File: config.mk
export PLATFORM = sky130hd
export DESIGN_NAME = rv151_uart_rxq
export DESIGN_NICKNAME = d
export VERILOG_FILES = /design/src/rtl/rv151_pkg.sv /design/src/rtl/rv151_fifo_ram.sv /design/src/rtl/rv151_uart_rxq.sv
export SDC_FILE = /design/constraint.sdc
export NUM_CORES = 1
export LEC_CHECK = 0
export ABC_AREA = 1
export BUFFER_PORTS_ARGS = -buffer_cell sky130_fd_sc_hd__buf_2
export CAP_MARGIN = 20
export CORE_MARGIN = 10
export CORE_UTILIZATION = 58
export CTS_CLUSTER_DIAMETER = 150
export DETAILED_ROUTE_END_ITERATION = 8
export GPL_ROUTABILITY_DRIVEN = 0
export HOLD_SLACK_MARGIN = 0.02
export MAX_ROUTING_LAYER = met4
export PLACE_DENSITY = 0.77
export SYNTH_ARGS = -nofsm -noshare
export SYNTH_HDL_FRONTEND = slang
export SYNTH_SLANG_ARGS = --single-unit
File: constraint.sdc
create_clock -name clk -period 2.6 [get_ports clk]
set_input_delay 0.52 -clock clk [delete_from_list [all_inputs] [get_ports clk]]
set_output_delay 0.52 -clock clk [all_outputs]
set_load 0.02 [all_outputs]
File: src/rtl/rv151_pkg.sv
// rv151_pkg: UART MMIO offsets, byte type and receive-queue default depth
// shared across the rv151 SoC.
package rv151_pkg;
   localparam logic [7:0] UART_STAT_OFS = 8'h00;
   localparam logic [7:0] UART_RXD_OFS  = 8'h04;
   localparam logic [7:0] UART_TXD_OFS  = 8'h08;
   localparam int RXQ_DEPTH = 16;
   typedef logic [7:0] byte_t;
endpackage

File: src/rtl/rv151_fifo_ram.sv
// rv151_fifo_ram: DEPTH x 8 flop array, one write port and one asynchronous
// read port; contents are intentionally not reset.
module rv151_fifo_ram
   import rv151_pkg::*;
#(
   parameter int DEPTH = RXQ_DEPTH,
   localparam int AW = $clog2(DEPTH)
) (
   input  logic          clk,
   input  logic          we,
   input  logic [AW-1:0] waddr,
   input  byte_t         wdata,
   input  logic [AW-1:0] raddr,
   output byte_t         rdata
);
   byte_t mem_q [DEPTH];
   always_ff @(posedge clk)
      if (we) mem_q[waddr] <= wdata;
   assign rdata = mem_q[raddr];
endmodule

File: src/rtl/rv151_uart_rxq.sv
// rv151_uart_rxq: first-word-fall-through receive byte queue with sticky overflow.
// Define RV151_RXQ_DROPCNT_EN to add the 16-bit saturating drop counter.
module rv151_uart_rxq
   import rv151_pkg::*;
#(
   parameter int DEPTH = RXQ_DEPTH,
   localparam int CW = $clog2(DEPTH+1)
) (
   input  logic          clk,
   input  logic          rstn,
   input  byte_t         rx_data,
   input  logic          rx_valid,
   output logic          rx_ready,
   input  logic          pop,
   input  logic          flush,
   input  logic          ovf_clr,
   output byte_t         q_data,
   output logic          q_valid,
   output logic [CW-1:0] q_count,
   output logic          q_ovf,
   output logic [15:0]   q_drops
);
   localparam int AW = $clog2(DEPTH);
   logic [AW:0] head_q, head_d, tail_q, tail_d;
   logic [CW-1:0] count_q, count_d;
   logic ovf_q, ovf_d, rdy_q;
   logic empty, full, do_push, do_pop, drop, wr_en;
   // Pointers carry one extra wrap bit so full and empty are distinguishable.
   always_comb begin
      empty   = head_q == tail_q;
      full    = (head_q[AW-1:0] == tail_q[AW-1:0]) && (head_q[AW] != tail_q[AW]);
      do_pop  = pop && !empty;
      do_push = rx_valid && rdy_q && (!full || do_pop);
      drop    = rx_valid && rdy_q && full && !do_pop && !flush;
      wr_en   = do_push && !flush;
      head_d  = flush ? '0 : head_q + (AW+1)'(do_pop);
      tail_d  = flush ? '0 : tail_q + (AW+1)'(do_push);
      count_d = flush ? '0 : count_q + CW'(do_push) - CW'(do_pop);
      ovf_d   = drop || (ovf_q && !ovf_clr);
   end
   always_ff @(posedge clk or negedge rstn) begin
      if (!rstn) begin
         head_q  <= '0;
         tail_q  <= '0;
         count_q <= '0;
         ovf_q   <= 1'b0;
         rdy_q   <= 1'b0;
      end else begin
         head_q  <= head_d;
         tail_q  <= tail_d;
         count_q <= count_d;
         ovf_q   <= ovf_d;
         rdy_q   <= 1'b1;
      end
   end
`ifdef RV151_RXQ_DROPCNT_EN
   logic [15:0] drops_q, drops_d;
   // A drop coinciding with a clear restarts the count at one.
   always_comb
      drops_d = drop ? (ovf_clr ? 16'd1 : (&drops_q ? drops_q : drops_q + 16'd1))
                     : (ovf_clr ? 16'd0 : drops_q);
   always_ff @(posedge clk or negedge rstn)
      if (!rstn) drops_q <= '0;
      else drops_q <= drops_d;
   assign q_drops = drops_q;
`else
   assign q_drops = 16'h0;
`endif
   rv151_fifo_ram #(.DEPTH(DEPTH)) u_ram (
      .clk  (clk),
      .we   (wr_en),
      .waddr(tail_q[AW-1:0]),
      .wdata(rx_data),
      .raddr(head_q[AW-1:0]),
      .rdata(q_data)
   );
   assign rx_ready = rdy_q;
   assign q_valid  = !empty;
   assign q_count  = count_q;
   assign q_ovf    = ovf_q;
endmodule

**Yosys cells after proc, flatten, opt, wreduce, memory -nomap -nowiden**

Memory sizes are Yosys's and may differ from the RTL's.
Cells that the tools add are included.

- Latch bits: 0
- Memories: 1
- Flip-flop bits (word level): 17
- Memory bits (read-only): 0
- RAM bits: 128
- Logic and storage cells: 34
- Input bits: 14

- Reduce and logical (&&, ||, !) cells: 16
- $mul: 0
- Multiplexer cells: 5
- Add/subtract/negate cells: 4
- Divide/modulo/power cells: 0
- Shift-type cells: 0
- Order comparisons: 0
- Equality and inequality tests: 3
- Bitwise gates (word level): 0

Memory list:

| name | depth | bits a word | rd ports | clocked after Yosys merged registers in | write ports | RTL line | text |
|---|---|---|---|---|---|---|---|
| u_ram.mem_q | 16 | 8 | 1 | 0 | 1 | rv151_fifo_ram.sv:16 | `byte_t mem_q [DEPTH];` |

Operators with widths:

| kind | count |
|---|---|
| adder 5 x 1 -> 5 bit | 3 |
| two-way mux 5 bit | 3 |
| logical AND 1 bit | 9 |
| == test 5 bit | 1 |
| zero test 1 bit | 5 |
| subtractor 5 x 1 -> 5 bit | 1 |
| == test 4 bit | 1 |
| logical OR 1 bit | 2 |
| two-way mux 1 bit | 2 |
| inequality test 1 bit | 1 |

**Depth between registers and ports, before layout**

Gate-level depths: netlist of run 1.

- Depth in word-level cells: 8
- Gate-level depth with buffers: 17

**Cells and area by module**

A second synthesis of run 1 with hierarchy kept.

- Cell total of the unflattened synthesis: 684
- Area total of the unflattened synthesis: 6713.9 µm²

Modules (own cells, without submodules):

| module | instances | cells each | area each (µm²) |
|---|---|---|---|
| rv151_fifo_ram | 1 | 543 | 5606.6 |
| rv151_uart_rxq | 1 | 141 | 1107.3 |

**Least setup slack after synthesis of run 1**

Ideal clock, no wire load.

- Path kind: reg-to-reg
- Start: register head_q[1]
- End: register count_q[4], in the netlist q_count[4]
- Required time: 2.523 ns
- Library setup time: 0.077 ns
- Setup slack: 0.068 ns
- Arrival time: 2.455 ns
- Period minus slack after synthesis: 2.532 ns
- Buffers on the path: 1
- Stages on the path, launching flop included: 17
- Path through: dfrtp_1 > buf_4 > nand2_1 > nand2_1 > nor2_1 > nand3_1 > nand2_1 > inv_1 > ha_1 > inv_1 > ha_1 > fa_1 > nand2_1 > nand2_1 > a21oi_1 > o21ai_0 > a21oi_1

- Word-level cells in the longest chain between the ends: 8
- Elaborated cells on any way between the ends: 11

Ends and longest elaborated chain:

| element | RTL line | text |
|---|---|---|
| start, declared | rv151_uart_rxq.sv:24 | `logic [AW:0] head_q, head_d, tail_q, tail_d;` |
| start signal, assigned | rv151_uart_rxq.sv:43 | `head_q <= '0;` |
| start signal, assigned | rv151_uart_rxq.sv:49 | `head_q <= head_d;` |
| == test 5 bit (*) | rv151_uart_rxq.sv:30 | `empty = head_q == tail_q;` |
| zero test 1 bit (*) | -- |  |
| via q_valid | rv151_uart_rxq.sv:18 | `output logic q_valid,` |
| logical AND 1 bit (*) | rv151_uart_rxq.sv:32 | `do_pop = pop && !empty;` |
| logical OR 1 bit | rv151_uart_rxq.sv:33 | `do_push = rx_valid && rdy_q && (!full \|\| do_pop);` |
| logical AND 1 bit | rv151_uart_rxq.sv:33 |  |
| adder 5 x 1 -> 5 bit | rv151_uart_rxq.sv:38 | `count_d = flush ? '0 : count_q + CW'(do_push) - CW'(do_pop);` |
| subtractor 5 x 1 -> 5 bit (*) | rv151_uart_rxq.sv:38 |  |
| two-way mux 5 bit (*) | rv151_uart_rxq.sv:38 |  |
| via count_d[4] | rv151_uart_rxq.sv:25 | `logic [CW-1:0] count_q, count_d;` |
| end signal, assigned | rv151_uart_rxq.sv:51 | `count_q <= count_d;` |
| end, declared | rv151_uart_rxq.sv:25 |  |

Mark *: on every way through the listed nets, which the timed path passes. The rest lies on a longest branch.

**Final worst setup path of run 1**

- Start: register head_q[0]
- End: output port q_data[5]

- Word-level cells in the longest chain between the ends: 1

Ends and longest elaborated chain:

| element | RTL line | text |
|---|---|---|
| memory (16 x 8 bit) | -- |  |
| end, declared | rv151_uart_rxq.sv:17 | `output byte_t q_data,` |

Every way passes these cells.

==> results.txt, run 1 <==
The most used flip-flop cell after synthesis is sky130_fd_sc_hd__edfxtp_1. The post-route clock period utilization was 102.0%; the maximum clock insertion buffer count was 2. Dividing total power by cell area gives a power density of 812.5 mW/mm^2. The shortest period the worst path allows is 2.653 ns.

The cell with the biggest individual delay on the critical path is sky130_fd_sc_hd__dfrtp_2. For this run, design rule violations remaining after detail routing come to 0. Using the TritonRoute via totals, the vias-per-cell ratio works out to 5.727. TritonCTS built the clock tree. Max-cap violations in this run came to 0.

In the final layout, the share of cells above drive strength 1 is 21.66%. The routed wirelength normalized by instance count came out at 20.24 um. The share of the synthesized area in the top cell type is 60.09%. The largest net degree at the start of global routing was 81; the final worst clock skew was 0.007654 ns. Setup repair after global routing could not meet its margin everywhere. In this run the most critical hold path is launched from ovf_clr.

During I/O placement, the number of pins put on the boundary was 46. After detailed placement, the design holds a cell count of 765. The leakage dissipation came out at 0.003108 uW.

Among all cell types in the netlist, the one instantiated most often is sky130_fd_sc_hd__nand2_1. Max-slew violation count: 0. CTS saw 145 sinks.

In this run the clock root is driven by a sky130_fd_sc_hd__clkbuf_8. The via count is 4,662, and the number of antenna violations at the first check in global routing is 0. At the worst endpoint, the arrival time is 2.13 ns. The checks that failed: negative setup slack. The tools report the startpoint of the worst register-to-register path as head_q[0]. The die area came out at 0.01563 mm^2.

After clock tree synthesis, the clock-pin slew on the worst setup and hold paths is 0.06 ns. The die outline height was 125.0 um; the total wire length after detailed routing was 16,480 um. The worst-path maximum fanout was 20; the worst vdd rail ir drop was 0.0007826 V.

The critical path goes through buf_12 -> clkbuf_16 -> nor2_1 -> nor2_1 -> o21ai_2 -> nand3_1 -> nand3_1 -> nand2_1 -> buf_4. The destination of the worst hold path was q_ovf. The tools report the startpoint class of the critical path as a flip-flop. The worst hold slack across all endpoints is 0.1827 ns.

Detailed placement ended at an HPWL of 8823 um. Area growth from synthesis to layout: 22.09%. Counting instances in the post-synthesis netlist gives the leading cell types as sky130_fd_sc_hd__nand2_1, sky130_fd_sc_hd__edfxtp_1, sky130_fd_sc_hd__nor2_1, sky130_fd_sc_hd__inv_1, sky130_fd_sc_hd__nand3_1. Synthesis instantiated 26 different standard cells from the library. The tools report the flop-to-flop setup slack as 0.09 ns. The worst register-to-register path ends at q_count[4].

Mean post-synth cell area: 10.66 um^2. The initialized floorplan defines 38 standard-cell rows. The cell type with the highest aggregate area in the netlist was sky130_fd_sc_hd__edfxtp_1.

Setup total negative slack on the finished layout was measured at -0.1181 ns. For the iteration count of the initial detailed-routing pass, the log shows 5. The number of synthesized register bits came out at 145. The largest single stage delay on the critical path is 0.51 ns. The sequential element share of the synthesized area is 66.74%. STA classifies the critical path endpoint as an output pin. The filler cells instantiated in the layout total 719. Final worst setup slack: -0.05289 ns.

The initial cell density of the core is 59.00%, and the initial detailed-routing violation count is 645. The number of cells on the worst reg-to-reg path is 16. The overall routing resource usage was 18.46%; the combined area of all synthesized cells was 0.006396 mm^2. Setup violations remaining at the end of the flow were counted as 6. For the highest clock rate, the log shows 376.9 MHz.

In the post-synthesis netlist, the biggest area contributors are sky130_fd_sc_hd__edfxtp_1, sky130_fd_sc_hd__nand2_1, sky130_fd_sc_hd__dfrtp_1. The total global routing overflow was 0; the clock buffer count from CTS was 17. The first global-routing pass estimated 22,310 um of wire.

The worst hold path passes through 2 cells. 0 antenna diodes ended up in the layout. For this run, the post-layout net count is 685.

The tightest min-delay check is of the input port to flip-flop type. The final hold violation count was 0; the cell count after synthesis was 600. The number of global-route vias before repair is 4,442, and the count of H-tree levels built during CTS is 4. Once detail routing completed, the nets flagged for antenna violations numbered 0. For the worst setup path, the data required time is 2.08 ns. Leaving out filler cells and counting taps, the final layout contains 814. For this run, the number of Yosys warnings is 0. After synthesis, the share of flip-flops with an asynchronous set or reset is 11.72%. The worst setup path is of the flip-flop to output pin kind.

The run finished, with violations left. Area of the placeable core: 0.01084 mm^2. The die extent in x came out at 125.0 um.

The clock reaches the later pin of the worst-skew pair after 0.53 ns. Input and output buffers added on the ports amount to 29. The synthesized design contains 128 enable-type register cells.
[metrics by stage]
step	total power [uW]	setup slack, ns	area (um^2)	util, %
2_1_floorplan	3253	0.06784	6452	-
3_3_place_gp	3438	0.1727	6698	61.78
3_5_place_dp	3480	0.07578	6698	61.78
4_1_cts	6005	0.003176	7347	67.77
5_1_grt	6560	-0.1187	7809	72.03
6_report	6345	-0.05289	7809	72.03
[critical path, delay by kind of cell (launching register included)]
| family | cells | cell delay [ns] |
|---|---|---|
| AOI/OAI and AO/OA | 1 | 0.06 |
| and+or+nand+nor | 5 | 0.52 |
| buffers and inverters | 3 | 0.51 |
| DFF | 1 | 0.51 |
[sequential cells by signal, indices dropped and copies added (netlist names)]
register / cells
rx_ready: 1
head_q: 5
u_ram.mem_q: 128
q_count: 5
q_ovf: 1
tail_q: 5
[routing by layer]
metal  GRT usage (%)  vias to the layer above  share of wire, %
met1           20.96                     2226                38
met5               -                        -                 0
met4           9.079                        0               2.4
li1                -                     2113                 -
met2           29.65                      285                50
met3           5.112                       38               9.8
[power breakdown]
group	switching, uW	internal [uW]
Combinational	717	460
Sequential	43.7	2580
Clock	911	1630
[layout by cell type, fill, tap and decap left out, types with 17 or more instances in the layout]
| cell | netlist | layout |
|---|---|---|
| sky130_fd_sc_hd__buf_2 | 19 | 23 |
| sky130_fd_sc_hd__buf_4 | 18 | 29 |
| sky130_fd_sc_hd__clkbuf_16 | 0 | 21 |
| sky130_fd_sc_hd__conb_1 | 2 | 17 |
| sky130_fd_sc_hd__edfxtp_1 | 128 | 128 |
| sky130_fd_sc_hd__inv_1 | 52 | 50 |
| sky130_fd_sc_hd__nand2_1 | 134 | 126 |
| sky130_fd_sc_hd__nand3_1 | 50 | 39 |
| sky130_fd_sc_hd__nor2_1 | 85 | 84 |
| sky130_fd_sc_hd__o211ai_1 | 19 | 19 |
[worst max-delay path by stage]
stage / from / endpoint / slack (ns) / depth (start not counted)
finish: head_q[0] / q_data[5] / -0.05 / 9
global route: head_q[0] / q_data[4] / -0.12 / 8
CTS: head_q[1] / q_data[7] / 0.003 / 7
detailed placement: tail_q[1] / q_count[4] / 0.08 / 16
global placement: tail_q[1] / q_count[4] / 0.17 / 16
floorplan: head_q[1] / q_count[4] / 0.07 / 16
[area by class of cell]
type | instances | area, um^2 | share of cell area, %
Multi-Input combinational cell | 371 | 1879 | 24.07
Tap cell | 140 | 175.2 | 2.243
Inverter | 55 | 211.5 | 2.708
Sequential cell | 145 | 4274 | 54.73
Clock inverter | 14 | 193.9 | 2.484
Timing Repair Buffer | 71 | 656.9 | 8.412
Clock buffer | 18 | 417.9 | 5.352
[timing repair]
action | 4_1_cts | 5_1_grt
hold buffers | 1 | 0
setup buffers | 0 | 6
gates cloned | 0 | 10
resized for setup | 7 | 82
pin swaps | 0 | 20
endpoints found under the setup margin | 8 | 9
endpoints found under the hold margin | 17 | 0
[kinds of logic after synthesis]
kind of cell	synth area share, %
simple gates	17.31
flops	66.75
buf+inv	7.355
compound gates	6.123
fa+ha+maj	2.074
xor+xnor	0.2739
other cells	0.1174
Note: power is estimated with default switching activity, not from simulation.
==> run 2, diff against run 1 <==
CELL_PAD_IN_SITES_DETAIL_PLACEMENT = 2   (was not set)
CELL_PAD_IN_SITES_GLOBAL_PLACEMENT = 2   (was not set)
CORE_UTILIZATION = 40   (was 58)
PLACE_DENSITY = not set   (was 0.77)
PLACE_DENSITY_LB_ADDON = 0.1   (was not set)
SETUP_SLACK_MARGIN = 0.4   (was not set)
==> run 2 against run 1 <==
Net effect: the run now ends clean; critical path depth stayed put; maximum frequency grew 5.2%; register-to-register slack hardly changed; clock skew up 0.0022 ns; die area grew 37%; core utilization decreased by 17 points; critical endpoint is now q_data[0]; largest power group is now the clock network.
==> results.txt, run 2 (synthesis results as in run 1) <==
The analysis attributes to net switching a power of 2079 uW. In this run switching power makes up 30.01% of total power. The worst register-to-register path has a depth of 16. The placed standard-cell area was 0.006829 mm^2; the cell count of the worst hold path was 2.

The die outline height was 146.5 um. Final instance area: 0.008660 mm^2. The diode insertion count for antenna repair was 0.

For flop-to-flop paths, the worst setup slack is 0.08 ns. Portion of total power attributed to sequential cells: 37.7%. STA puts the critical path data required time at 2.08 ns. The most common library cell in the layout ignoring fill and taps was sky130_fd_sc_hd__edfxtp_1. Summed over all failing endpoints, the final setup total negative slack is 0 ns. The max-cap check violation count was 0.

The clock passes through at most 2 buffers. The register with the most flip-flops in the layout has 128 of them. TritonCTS built the clock tree.

The routed wirelength normalized by instance count came out at 28.71 um. The count of H-tree levels built during CTS came out at 4. Setup violations remaining at the end of the flow were counted as 0. The startpoint identified for the worst register-to-register timing path is head_q[2]. VDD sags by at most 0.0004910 V. The kind of critical path was flip-flop to output pin.

Register ranked first by flip-flop count: u_ram.mem_q. At the placement stage, the worst setup path has a slack of 0.06514 ns. The clock network burns 38.1% of the power. The wire length of the first global-routing pass was 37,690 um. Wires add up to 25,930 um. For hold timing, the worst endpoint is q_ovf.

In the routed layout, each cell is associated on average with a via count of 5.547. CTS saw 145 sinks. Clock latency on the worst-skew pair, taken at its later pin, is 0.45 ns. For the final hold violation count, the log shows 0. In the layout the commonest cells are sky130_fd_sc_hd__edfxtp_1, sky130_fd_sc_hd__nand2_1, sky130_fd_sc_hd__nor2_1. Counting the buffers created by CTS gives 17. Across every metal layer, demand over resource in global routing totals 24.64%. The cell row count came out at 46. The number of antenna violations at the first check in global routing was 0. After detailed routing, the number of remaining DRC violations is 0. STA classifies the critical path endpoint as an output pin.

Summed over all nets, the half-perimeter wirelength after detailed placement is 12,310 um. The share of layout cells above drive strength 1 is 34.50%, and the total power divided by cell area is 800.1 mW/mm^2. Max-slew violation count: 0.

The run gives 0.003332 uW as the leakage dissipation. The flow ran to the end, and the final reports show no timing, DRC or antenna violations. The die is 146.5 um wide. The layout has 1,528 filler cells.

The library cell used as clock root buffer was sky130_fd_sc_hd__clkbuf_16. The run gives 5,738 as the number of global-route vias before repair. STA puts the critical path data arrival time at 2.00 ns.

Combinational logic burns 24.1% of the power. Entering global routing, the biggest net connects 27 pins. The initial detailed-routing violation count was 390; the die area was 0.02145 mm^2. The tools report the startpoint class of the critical path as a flip-flop.

After layout, the design draws a total of 6929 uW. The count of nets left with antenna violations after detail routing was 0; the final worst clock skew was 0.009815 ns. Clock-pin slew was measured on the worst setup and hold paths at 0.07 ns. The final layout contains 698 nets. The clock period could shrink to 2.523 ns. The post-route clock period utilization was 97.02%; the via count was 5,009.

Along the worst path, the maximum fanout reaches 6. The top-level port count was 46. The worst hold path begins at ovf_clr. For the highest clock rate, the log shows 396.4 MHz. The worst register-to-register path ends at q_count[4].

Setup repair after global routing could not meet its margin everywhere. For this configuration, the core starts out at a cell density of 40.56%. The total overflow left after global routing is 0. Cells fill 54.91% of the core in the end. Area of the placeable core: 0.01577 mm^2. The area growth from synthesis to layout came out at 35.39%.

Internal power comes to 4850 uW. Worst hold-check path type: input port to flip-flop. During placement, the flow inserted port buffers numbering 29.

The logs give 5 for the iteration count of the initial detailed-routing pass and 0.07748 ns for the final worst setup slack.
run 2: worst max-delay path by stage:
| stage | startpoint | end | slack [ns] | cells after the start |
|---|---|---|---|---|
| 2_1_floorplan | head_q[0] | q_count[4] | 0.25 | 16 |
| 3_3_place_gp | tail_q[0] | q_count[4] | 0.23 | 16 |
| 3_5_place_dp | tail_q[2] | q_count[4] | 0.07 | 16 |
| 4_1_cts | head_q[0] | q_data[7] | 0.13 | 10 |
| 5_1_grt | head_q[2] | q_count[4] | -0.07 | 16 |
| 6_report | head_q[0] | q_data[0] | 0.08 | 9 |
run 2: layout make-up:
class	instances	area, um^2	area share [%]
Tap cell	216	270.3	3.121
Inverter	55	221.5	2.557
Sequential cell	145	4273	49.34
Clock inverter	10	133.9	1.546
Timing Repair Buffer	84	969.7	11.20
Clock buffer	22	474.2	5.476
Multi-Input combinational cell	371	2317	26.76
run 2: what timing repair did:
item                       4_1_cts  5_1_grt
hold endpoints to repair         6        0
resized for setup              146       68
buffers inserted                10        5
gates cloned                    13        0
pin swaps                       54       31
setup endpoints to repair       12       26
hold buffers                     1        0
run 2: power groups by stage:
stage	logic [uW]	registers [uW]	clock network (uW)
after floorplan	584	2690	0
after global placement	853	2660	0
after detailed placement	899	2660	0
after CTS	1460	2610	2590
after global routing	1780	2620	2740
final	1670	2620	2640
run 2: layer usage:
layer | global-route usage (%) | wire (um) | vias up
met1 | 26.68 | 10180 | 2594
met4 | 11.56 | 1129 | 0
li1 | - | - | 2150
met2 | 41.56 | 13390 | 194
met5 | - | 0 | -
met3 | 6.459 | 1225 | 71
run 2: stage by stage:
stage	hold slack [ns]	cells
after floorplan	0.2244	615
after global placement	0.4770	842
after detailed placement	0.4784	842
after CTS	0.2659	898
after global routing	0.2675	903
final	0.2641	903
run 2: critical path: stages, from the launching register on:
cell and delay (ns):
sky130_fd_sc_hd__dfrtp_2 0.42, sky130_fd_sc_hd__buf_6 0.15, sky130_fd_sc_hd__clkinv_8 0.08, sky130_fd_sc_hd__buf_12 0.15, sky130_fd_sc_hd__buf_16 0.16, sky130_fd_sc_hd__o21ai_4 0.15
sky130_fd_sc_hd__nand3_2 0.11, sky130_fd_sc_hd__nand3_2 0.11, sky130_fd_sc_hd__nand2_2 0.07, sky130_fd_sc_hd__buf_6 0.13
